File: config.mk
export PLATFORM = sky130hd
export DESIGN_NAME = peridot_qspi_arbiter
export DESIGN_NICKNAME = d
export VERILOG_FILES = /design/src/rtl/peridot_qspi_arbiter_pkg.sv /design/src/rtl/peridot_qspi_arb_tagfifo.sv /design/src/rtl/peridot_qspi_arbiter.sv
export SDC_FILE = /design/constraint.sdc
export NUM_CORES = 1
export LEC_CHECK = 0
export CAP_MARGIN = 0
export CORE_AREA = 2 2 111 113
export DETAILED_ROUTE_END_ITERATION = 10
export DIE_AREA = 0 0 113 115
export GPL_TIMING_DRIVEN = 0
export SKIP_LAST_GASP = 1
export SYNTH_ARGS = -nofsm -noshare
export SYNTH_HDL_FRONTEND = slang
export SYNTH_SLANG_ARGS = --single-unit
File: constraint.sdc
create_clock -name csi_clock -period 2.7 [get_ports csi_clock]
set_clock_uncertainty 0.2 [all_clocks]
set_input_delay 0.81 -clock csi_clock [delete_from_list [all_inputs] [get_ports csi_clock]]
set_output_delay 0.81 -clock csi_clock [all_outputs]
set_load 0.05 [all_outputs]
File: src/rtl/peridot_qspi_arbiter_pkg.sv
// Shared types for the QSPI PSRAM arbiter: grant states and read-tag width.
package peridot_qspi_arbiter_pkg;

  localparam int TAG_W = 1;

  typedef enum logic [1:0] {
    ARB_IDLE = 2'd0,
    ARB_GNT0 = 2'd1,
    ARB_GNT1 = 2'd2
  } arb_state_e;

  function automatic arb_state_e grant_state(input logic port);
    return port ? ARB_GNT1 : ARB_GNT0;
  endfunction

endpackage

File: src/rtl/peridot_qspi_arb_tagfifo.sv
// Synchronous tag FIFO remembering which requester owns each outstanding read.
// Push is ignored when full, pop is ignored when empty; clr_n clears synchronously.
module peridot_qspi_arb_tagfifo
  import peridot_qspi_arbiter_pkg::*;
#(
  parameter int DEPTH = 4
) (
  input  logic             clk,
  input  logic             clr_n,
  input  logic             push,
  input  logic             pop,
  input  logic [TAG_W-1:0] din,
  output logic [TAG_W-1:0] dout,
  output logic             empty,
  output logic             full
);

  localparam int PW = $clog2(DEPTH);
  localparam int CW = PW + 1;

  logic [TAG_W-1:0] mem [DEPTH];
  logic [PW-1:0]    wr_ptr;
  logic [PW-1:0]    rd_ptr;
  logic [CW-1:0]    count;
  logic             do_push;
  logic             do_pop;

  assign do_push = push & ~full;
  assign do_pop  = pop & ~empty;
  assign empty   = (count == '0);
  assign full    = (count == CW'(DEPTH));
  assign dout    = mem[rd_ptr];

  // Tag storage; contents are don't-care while the FIFO is empty, so no clear is needed
  always_ff @(posedge clk) begin
    if (do_push) mem[wr_ptr] <= din;
  end

  // Pointers and occupancy; a simultaneous push and pop leaves the level unchanged
  always_ff @(posedge clk) begin
    if (!clr_n) begin
      wr_ptr <= '0;
      rd_ptr <= '0;
      count  <= '0;
    end else begin
      if (do_push) wr_ptr <= wr_ptr + PW'(1);
      if (do_pop)  rd_ptr <= rd_ptr + PW'(1);
      case ({do_push, do_pop})
        2'b10:   count <= count + CW'(1);
        2'b01:   count <= count - CW'(1);
        default: count <= count;
      endcase
    end
  end

endmodule

File: src/rtl/peridot_qspi_arbiter.sv
// Two-port Avalon-MM arbiter in front of a single QSPI PSRAM slave.
// One command is granted at a time (with an idle bubble between grants); read
// owners are queued in a tag FIFO so each readdatavalid beat returns to its issuer.
// Define PERIDOT_QSPI_ARB_RR_EN for round-robin arbitration; otherwise ties are
// resolved by fixed priority chosen with S0_PRIORITY.
module peridot_qspi_arbiter
  import peridot_qspi_arbiter_pkg::*;
#(
  parameter int ADDR_WIDTH  = 23,
  parameter int MAX_PENDING = 4,
  parameter int S0_PRIORITY = 1
) (
  input  logic                  csi_clock,
  input  logic                  csi_reset_n,
  input  logic [ADDR_WIDTH-1:0] s0_address,
  input  logic                  s0_read,
  input  logic                  s0_write,
  input  logic [31:0]           s0_writedata,
  input  logic [3:0]            s0_byteenable,
  output logic                  s0_waitrequest,
  output logic [31:0]           s0_readdata,
  output logic                  s0_readdatavalid,
  input  logic [ADDR_WIDTH-1:0] s1_address,
  input  logic                  s1_read,
  input  logic                  s1_write,
  input  logic [31:0]           s1_writedata,
  input  logic [3:0]            s1_byteenable,
  output logic                  s1_waitrequest,
  output logic [31:0]           s1_readdata,
  output logic                  s1_readdatavalid,
  output logic [ADDR_WIDTH-1:0] m_address,
  output logic                  m_read,
  output logic                  m_write,
  output logic [31:0]           m_writedata,
  output logic [3:0]            m_byteenable,
  input  logic                  m_waitrequest,
  input  logic [31:0]           m_readdata,
  input  logic                  m_readdatavalid
);

  arb_state_e       state;
  arb_state_e       state_next;
  logic             s0_req;
  logic             s1_req;
  logic             grant0;
  logic             grant1;
  logic             pick;
  logic             cur_read;
  logic             cur_write;
  logic             accept;
  logic             push;
  logic             fifo_empty;
  logic             fifo_full;
  logic [TAG_W-1:0] head;

  assign s0_req = s0_read | s0_write;
  assign s1_req = s1_read | s1_write;
  assign grant0 = csi_reset_n & (state == ARB_GNT0);
  assign grant1 = csi_reset_n & (state == ARB_GNT1);

`ifdef PERIDOT_QSPI_ARB_RR_EN
  logic rr_ptr;

  // Pointer names the port preferred on the next tie and moves past whoever was just served
  always_ff @(posedge csi_clock) begin
    if (!csi_reset_n) rr_ptr <= 1'b0;
    else if (accept)  rr_ptr <= ~grant1;
  end

  assign pick = (s0_req & s1_req) ? rr_ptr : s1_req;
`else
  assign pick = (s0_req & s1_req) ? (S0_PRIORITY == 0) : s1_req;
`endif

  // Route the granted requester downstream; a full tag FIFO holds back reads but never writes
  always_comb begin
    cur_read       = (grant0 & s0_read)  | (grant1 & s1_read);
    cur_write      = (grant0 & s0_write) | (grant1 & s1_write);
    m_read         = cur_read & ~fifo_full;
    m_write        = cur_write;
    accept         = (m_read | m_write) & ~m_waitrequest;
    m_address      = grant1 ? s1_address    : s0_address;
    m_writedata    = grant1 ? s1_writedata  : s0_writedata;
    m_byteenable   = grant1 ? s1_byteenable : s0_byteenable;
    s0_waitrequest = ~(grant0 & accept);
    s1_waitrequest = ~(grant1 & accept);
  end

  // Grant is held until the command is accepted or the requester withdraws it
  always_comb begin
    state_next = state;
    case (state)
      ARB_IDLE: if (s0_req | s1_req)   state_next = grant_state(pick);
      ARB_GNT0: if (accept | ~s0_req)  state_next = ARB_IDLE;
      ARB_GNT1: if (accept | ~s1_req)  state_next = ARB_IDLE;
      default:                         state_next = ARB_IDLE;
    endcase
  end

  // Grant state register
  always_ff @(posedge csi_clock) begin
    if (!csi_reset_n) state <= ARB_IDLE;
    else              state <= state_next;
  end

  assign push = accept & m_read;

  peridot_qspi_arb_tagfifo #(
    .DEPTH (MAX_PENDING)
  ) u_tagfifo (
    .clk   (csi_clock),
    .clr_n (csi_reset_n),
    .push  (push),
    .pop   (m_readdatavalid),
    .din   (grant1),
    .dout  (head),
    .empty (fifo_empty),
    .full  (fifo_full)
  );

  assign s0_readdata      = m_readdata;
  assign s1_readdata      = m_readdata;
  assign s0_readdatavalid = csi_reset_n & m_readdatavalid & ~fifo_empty & (head == TAG_W'(0));
  assign s1_readdatavalid = csi_reset_n & m_readdatavalid & ~fifo_empty & (head == TAG_W'(1));

endmodule

-- Yosys cells after proc, flatten, opt, wreduce, memory -nomap -nowiden
Memories as Yosys holds them, arrays and structs flattened. A register that Yosys moved wholly into a read port is not among the register bits.
Index checks and enable logic that the tools add are counted.
Widths: inputs -> output; s select.
- RAM bits: 4
- flip-flop bits (word level): 9
- memories kept: 1
- bits of input ports: 158
- add/sub/neg operators: 4
- bitwise operators: 34
- mux-type cells: 14
- equal/unequal tests: 8
- reductions and logical operators: 4
- memory list (memory ; words ; bits a word ; rd ports ; clocked after memory_dff ; write ports ; RTL line ; RTL):
    u_tagfifo.mem ; 4 ; 1 ; 1 ; 1 ; 1 ; peridot_qspi_arb_tagfifo.sv:21 ; logic [TAG_W-1:0] mem [DEPTH];
- operators by type and width (operator ; number):
    $mux 32 ; 1
    $mux 23 ; 1
    $and 1x1->1 ; 18
    $mux 2 ; 6
    $not 1->1 ; 8
    $or 1x1->1 ; 8
    $pmux 2 s3 ; 1
    $pmux 3 s2 ; 1
    $add 2x1->2 const B ; 2
    $eq 2x1->1 const B ; 2
    $eq 2x2->1 const B ; 2
    $mux 4 ; 1
    $ne 2x1->1 const B ; 2
    $add 3x1->3 const B ; 1
    $eq 3x3->1 const B ; 1
    $logic_not 3->1 ; 1
    $mux 1 ; 3
    $reduce_and 3->1 ; 1
    $sub 3x1->3 const B ; 1
    $logic_not 2->1 ; 1
    $ne 2x2->1 const B ; 1
    $reduce_bool 2->1 ; 1

-- Depth between registers and ports, before layout
- word-level depth: 11
- gate-level depth with buffers: 11
- mapped depth without buffers: 9

-- Hierarchy
From an unflattened synthesis, not the netlist that was laid out.
- cells, all modules: 221
- area total of the unflattened synthesis: 2318.5 um^2
- by module, submodules not included (module ; times used ; area each (um^2) ; cells each):
    peridot_qspi_arbiter ; 1 ; 1681.6 ; 162
    peridot_qspi_arb_tagfifo ; 1 ; 636.9 ; 59

-- Least setup slack after synthesis
No wires, ideal clock.
- kind: input-to-output
- start point: in s1_read
- end point: out s1_waitrequest
- slack: -0.616 ns
- arrival: 2.306 ns
- cell stages on the path: 4
- path through: nand3b_1 -> a2111oi_4 -> buf_4 -> o21ai_0
- cells in the longest elaborated chain, start to end: 7
- ends and longest elaborated chain (element ; RTL line ; RTL):
    start: declaration ; peridot_qspi_arbiter.sv:24 ; input logic s1_read,
    $and 1x1->1 ; peridot_qspi_arbiter.sv:77 ; cur_read = (grant0 & s0_read) | (grant1 & s1_read);
    $or 1x1->1 ; peridot_qspi_arbiter.sv:77 ;
    $and 1x1->1 ; peridot_qspi_arbiter.sv:79 ; m_read = cur_read & ~fifo_full;
    $or 1x1->1 ; peridot_qspi_arbiter.sv:81 ; accept = (m_read | m_write) & ~m_waitrequest;
    $and 1x1->1 ; peridot_qspi_arbiter.sv:81 ;
    $and 1x1->1 ; peridot_qspi_arbiter.sv:86 ; s1_waitrequest = ~(grant1 & accept);
    $not 1->1 ; peridot_qspi_arbiter.sv:86 ;
    end: declaration ; peridot_qspi_arbiter.sv:28 ; output logic s1_waitrequest,
Every way passes these cells.

-- Final worst setup path
- start point: in csi_reset_n
- end point: out m_writedata[17]
- cells in the longest elaborated chain, start to end: 2
- ends and longest elaborated chain (element ; RTL line ; RTL):
    start: declaration ; peridot_qspi_arbiter.sv:14 ; input logic csi_reset_n,
    $and 1x1->1 ; peridot_qspi_arbiter.sv:59 ; assign grant1 = csi_reset_n & (state == ARB_GNT1);
    $mux 32 ; peridot_qspi_arbiter.sv:83 ; m_writedata = grant1 ? s1_writedata : s0_writedata;
    end: declaration ; peridot_qspi_arbiter.sv:34 ; output logic [31:0] m_writedata,
Every way passes these cells.

==> results.json <==
{
  "outcome": "complete, but fails checks",
  "violations": "DRC, setup timing",
  "path_clk_slew_ps": 50,
  "fin_ws_ps": -136,
  "gp_congestion": 0.760,
  "die-area_um2": 13000,
  "rsz0062_at_grt": "true",
  "avgSynthCellArea_um2": 6.06,
  "grt_usage": 0.148,
  "synthCells": 334,
  "fin_crit_ps": 2840,
  "critPathBufInv": 4,
  "crit_path_max_fanout": 7,
  "wirelength_um": 10900,
  "r2r_cells": 11,
  "syn_nets": 498,
  "yosysWarnings": 0,
  "grt-ovfl-total": 0,
  "drive_above_1_share": 0.482,
  "crit_required_ps": 1690,
  "regToRegSetupSlack_ps": 120,
  "numCtsBuffers": 3,
  "synth_ff_type": "dfxtp_1",
  "fin_setup_tns_ps": -5680,
  "crit_arrival_ps": 1830,
  "synthArstFlopShare": 0,
  "slew-limit-headroom": 0.634,
  "cts.sinks": 15,
  "worstHoldEndpoint": "u_tagfifo.wr_ptr[0]",
  "critPathTopFamily": "buffers and inverters",
  "endpoint_kind": "output port",
  "synth_cell_type_count": 34,
  "drv_slew": 0,
  "clockRootBuffer": "clkbuf_16",
  "die_width_um": 113,
  "final_core_util": 0.515,
  "drtIter0Drc": 66,
  "place_ws_ps": -1790,
  "drc": 9,
  "yosys.area.top_type_share": 0.340,
  "io_pins": 287,
  "syn_to_final_growth_pct": 201,
  "fmax_mhz": 353,
  "nets": 775,
  "placed_area_um2": 4970,
  "antenna_left": 0,
  "clock_latency_ps": 240,
  "regToRegEndpoint": "u_tagfifo.count[2]",
  "ir_drop_mv": 0.162,
  "period_share": 1.05,
  "die_y_um": 115,
  "dp_cells": 735,
  "avgRoutedWirePerCell_um": 14.4,
  "clockBufferDepth": 2,
  "cp-start-kind": "input pin",
  "grt_max_degree": 11,
  "timing.rr.start": "state[0]",
  "io_buffers": 254,
  "postLayoutCellArea_um2": 6090,
  "critPathMaxStageDelay_ps": 200,
  "cap_violations": 0,
  "start_util": 0.171,
  "synth_top_cell_by_area": "nand2_1",
  "setup.worst_path.class": "in2out",
  "core_um2": 11800,
  "seq_area_frac_synth": 0.168,
  "ys_ff_latch": 15,
  "first_pass_iters": 7,
  "power.leakage_nw": 2.93,
  "placementRows": 40,
  "hold_depth": 2,
  "setup_viol_count_final": 61,
  "synth_edf_count": 4,
  "tightest_slew_ps": 551,
  "cts-htree-levels": 1,
  "ys_top_cells_by_count": "nand2_1 (183), buf_4 (65), dfxtp_1 (11)",
  "synth.cell_area_um2": 2020,
  "power_density_nw_per_um2": 280,
  "fin_cells": 757,
  "antenna_found_initial": 0,
  "cts_hold_buf": 0,
  "finalHoldViolations": 0,
  "worstHoldStart": "u_tagfifo.wr_ptr[0]",
  "vias": 2981,
  "hold_class": "reg2reg",
  "dp_hpwl_um": 8670,
  "synthTopCellsByArea": "nand2_1 (34%), buf_4 (24%), dfxtp_1 (11%)",
  "antennaDiodeCount": 0,
  "grt_first_pass_wirelength_um": 15300,
  "vias_per_cell": 3.94,
  "grt_pass1_vias": 3007,
  "nFillCells": 1107,
  "crit_slowest_cell": "nor2b_4",
  "synth.most_common_cell": "nand2_1",
  "cp_cell_sequence": "buf_8 > nor2b_4 > nand2_8 > buf_12 > buf_12 > nand2_4 > nand2_4 > buf_8",
  "cts_tree": "built"
}
## what timing repair did
action | 4_1_cts | 5_1_grt
buffers inserted | 10 | 4
resized for setup | 595 | 113
pin swaps | 26 | 36
hold endpoints to repair | 0 | 0
gates cloned | 4 | 1
endpoints found under the setup margin | 75 | 80
## routing by layer
metal	GRT usage	wire length, um	share of wire
met1	0.174	3960	0.36
met2	0.281	6020	0.55
met3	0.0395	866	0.079
met4	0.00813	55	0.0050
met5	0	0	0
## layout by cell type (no fill, tap or decap), types with 3 or more instances in the layout
cell and n:
buf_4 73, buf_12 7, ha_1 4, buf_8 58, nand2_2 60, nor2_1 7, xor2_1 3, dlygate4sd2_1 9
dlymetal6s2s_1 16, clkdlybuf4s50_1 159, buf_6 18, and2_1 4, clkbuf_16 4, inv_1 5, dfxtp_1 11, nand2_4 43
nand2_1 79, edfxtp_1 4
## cell families (layout without fill, tap and decap cells)
logic type / after synthesis / in the layout / share of synthesized area
AOI/OAI and AO/OA: 14 / 14 / 0.0532
buffers and inverters: 87 / 363 / 0.291
DFF: 15 / 15 / 0.168
and+or+nand+nor: 207 / 207 / 0.419
adders and majority gates: 6 / 6 / 0.0408
muxes: 1 / 1 / 0.0111
xor gates and xnor gates: 4 / 4 / 0.0173
## area by class of cell
| class | count | area, um2 | area share |
|---|---|---|---|
| repair buffers | 272 | 3100 | 0.509 |
| multi-input cells | 232 | 1650 | 0.271 |
| plain buffers | 77 | 669 | 0.110 |
| flip-flops and latches | 15 | 340 | 0.0559 |
| well taps | 147 | 184 | 0.0302 |
| clock buffers | 3 | 75.1 | 0.0123 |
| inverters | 9 | 48.8 | 0.00801 |
| repair inverters | 1 | 16.3 | 0.00267 |
| clock inverters | 1 | 5.00 | 0.000822 |
## through the flow
step | hold slack, ps | power (mW)
after floorplan | 262 | 0.861
after global placement | 280 | 1.28
after detailed placement | 284 | 1.28
after CTS | 293 | 1.66
after global routing | 326 | 1.78
final | 289 | 1.71
## how the worst max path moves through the flow
stage	slack, ps	from	cells past startpoint	to
finish	-140	csi_reset_n	8	m_writedata[17]
global route	-180	csi_reset_n	8	m_writedata[19]
CTS	-180	csi_reset_n	9	m_writedata[19]
detailed placement	-1790	csi_reset_n	8	m_byteenable[3]
global placement	-1780	csi_reset_n	8	m_byteenable[3]
floorplan	-50	s1_read	4	s1_waitrequest
## power by group
| group | internal (mW) | total, mW | switching [mW] |
|---|---|---|---|
| sequential | 0.240 | 0.250 | 0.0105 |
| clock | 0.197 | 0.284 | 0.0863 |
| combinational | 0.548 | 1.17 | 0.624 |
| total | 0.986 | 1.71 | 0.721 |
## tightest hold or removal path, stage by stage, from the launching register on
cell     delay [ps]
dfxtp_1         330
nand2_1          70
o21ai_1          50
Power figures use the tool's default switching activity.
==> RTL change (same settings) <==
The option `PERIDOT_QSPI_ARB_RR_EN` is turned on by a define.
--- a/src/rtl/peridot_qspi_arbiter.sv
+++ b/src/rtl/peridot_qspi_arbiter.sv
@@ -4,4 +4,6 @@
 // Define PERIDOT_QSPI_ARB_RR_EN for round-robin arbitration; otherwise ties are
 // resolved by fixed priority chosen with S0_PRIORITY.
+`define PERIDOT_QSPI_ARB_RR_EN
+
 module peridot_qspi_arbiter
   import peridot_qspi_arbiter_pkg::*;
Behaviour: not the same (a bounded check fails within 4 cycles, from zero or initial values and one cycle with csi_reset_n low).
==> RTL change against the original RTL <==
- the flow still finishes with violations (DRC, setup timing)
- synthesized area increased by 1.3%
- first-iteration DRC count increased by 53%
- design area increased by 7.9%
- sequential cell count increased by 1
- total power increased by 7.9%
- core utilization increased by 4.1 points
- combinational power increased by 9%
- routed wire length increased by 20%
- setup slack got worse by 0.090 ns
- critical endpoint is now s1_waitrequest
==> RTL change: results (changes against the original RTL) <==
Hold path
  • Type of the worst min-delay path: reg2reg

Final layout
  • Filler cells: 1060 (-4.2%)
  • Layout Nets: 786 (+1.4%)
  • Syn-to-layout area delta: 221%
  • Layout cell share with drive strength beyond 1: 52.0% (+3.8 points)

Synthesis
  • Async S/R FF share, synth: 0% (unchanged)
  • Synth cell types: 36 (+5.9%)
  • Syn Nets: 505 (+1.4%)
  • Synth top cells by count: nand2_1 (189), buf_4 (64), clkbuf_1 (12), dfxtp_1 (12), inv_1 (7)
  • Total number of yosys warnings: 0 (unchanged)
  • Sequential fraction of the synthesis area: 17.6% (+0.76 points)
  • Main synth FF type: dfxtp_1
  • Post-synth EDFFs: 4 (unchanged)
  • Ranking of synthesized cells by area: nand2_1 (35%), buf_4 (23%), dfxtp_1 (12%)

Global route
  • Vias in the first global route: 3364 (+12%)
  • Antenna violations before repair: 2 (+2)
  • Gr usage total: 18.4% (+3.6 points)
  • Largest net degree at the start of global routing: 11 (unchanged)
  • First-pass GRT wire length: 18500 um (+21%)

Drt
  • DRC: 14 (+5)
  • Routed via count: 3164 (+6.1%)
  • Pre-antenna DRT Iters: 7 (unchanged)
  • Routed WL: 13100 um (+20%)
  • Starting DRT DRC Count: 101 (+53%)

STA
  • Setup WS post-layout: -0.226 ns (-0.0904 ns)
  • Max Slew Vio Count: 0 (unchanged)
  • # setup viols final: 29 (-52%)
  • Relative slew slack: 64.6% (+1.2 points)
  • Worst hold margin: 0.292 ns (+0.00246 ns)

Power and ir drop
  • VDD IR max: 0.176 mV (+8.5%)
  • Leak: 3.32 nW (+13%)

Placement
  • DP HPWL: 10600 um (+22%)
  • Buffers on Ports: 253 (-0.39%)
  • Placed Area: 0.00502 mm^2 (+1.1%)
  • Placer Congestion: 0.782 (+2.9%)

Worst setup path
  • R2r setup slk: 0.01 ns (-0.11 ns)
  • CP arrival: 1.92 ns (+0.09 ns)
  • Worst Path Max Fanout: 2 (-5)

CTS
  • Clk slew on worst S/H paths: 0.05 ns (about the same)
  • Worst-Skew Late Latency: 0.24 ns (about the same)
  • Cts bufs inserted: 3 (unchanged)
  • Root Buffer: clkbuf_16
  • H-tree levels: 1 (unchanged)
  • Clock Path Buffers: 2 (unchanged)

Run status
  • Status: complete, but fails checks
  • Violated checks: DRC, setup timing
-- RTL change: where the power goes --
group	leakage, nW	switching (mW)	total, mW	internal (mW)
Combinational	3.15	0.694	1.28	0.590
Sequential	0.132	0.0129	0.270	0.257
Clock	0.0382	0.0885	0.288	0.200
-- RTL change: worst max-delay path: stages --
cell      delay [ns]
buf_6           0.09
and3b_1         0.18
o2111a_2        0.26
buf_6           0.11
or2_4           0.25
nand2_8         0.07
buf_8           0.14
-- RTL change: final timing paths --
path                              startpoint                              end  cells past startpoint
max                                  s1_read                   s1_waitrequest                      7
min                      rr_ptr$_SDFFE_PN0P_              rr_ptr$_SDFFE_PN0P_                      2
max reg2reg  u_tagfifo.count[2]$_SDFFE_PN0P_  u_tagfifo.count[2]$_SDFFE_PN0P_                     11
min reg2reg              rr_ptr$_SDFFE_PN0P_              rr_ptr$_SDFFE_PN0P_                      2
-- RTL change: metrics by stage --
step	instances	TNS [ns]	worst slack (ns)
after floorplan	341	-0.196	-0.0742
after global placement	741	-63.11	-1.27
after detailed placement	741	-62.90	-1.30
after CTS	768	-1.78	-0.268
after global routing	768	-2.18	-0.261
final	769	-0.760	-0.226
-- RTL change: metal layers --
| layer | wire, um | GRT usage [%] |
|---|---|---|
| met5 | 19 | 0 |
| met4 | 118 | 2.28 |
| met3 | 1170 | 7.17 |
| met2 | 7110 | 34.6 |
| met1 | 4640 | 20.2 |
-- RTL change: kinds of logic after synthesis --
group                    synth area share (%)
flip-flops                               17.6
AND/OR/NAND/NOR                          42.8
adder cells (fa/ha/maj)                  4.03
multiplexers                             1.10
AO/OA/AOI/OAI                            4.70
XOR/XNOR                                 1.71
buffers and inverters                    28.1
-- RTL change: timing repair --
action                                  CTS  global route
endpoints found under the setup margin   76            83
gates resized for setup                 613           153
setup buffers                            17             0
gates cloned                              6             2
pin swaps                                25            56
-- RTL change: cell type report --
| cell class | instances | share of cell area (%) |
|---|---|---|
| timing repair buffer | 275 | 47.8 |
| sequential | 16 | 5.50 |
| antenna | 1 | 0.0381 |
| clock buffer | 4 | 1.20 |
| buffer | 78 | 11.4 |
| multi-input combinational | 238 | 30.1 |
| timing repair inverter | 2 | 0.343 |
| inverter | 8 | 0.895 |
| tap | 147 | 2.80 |
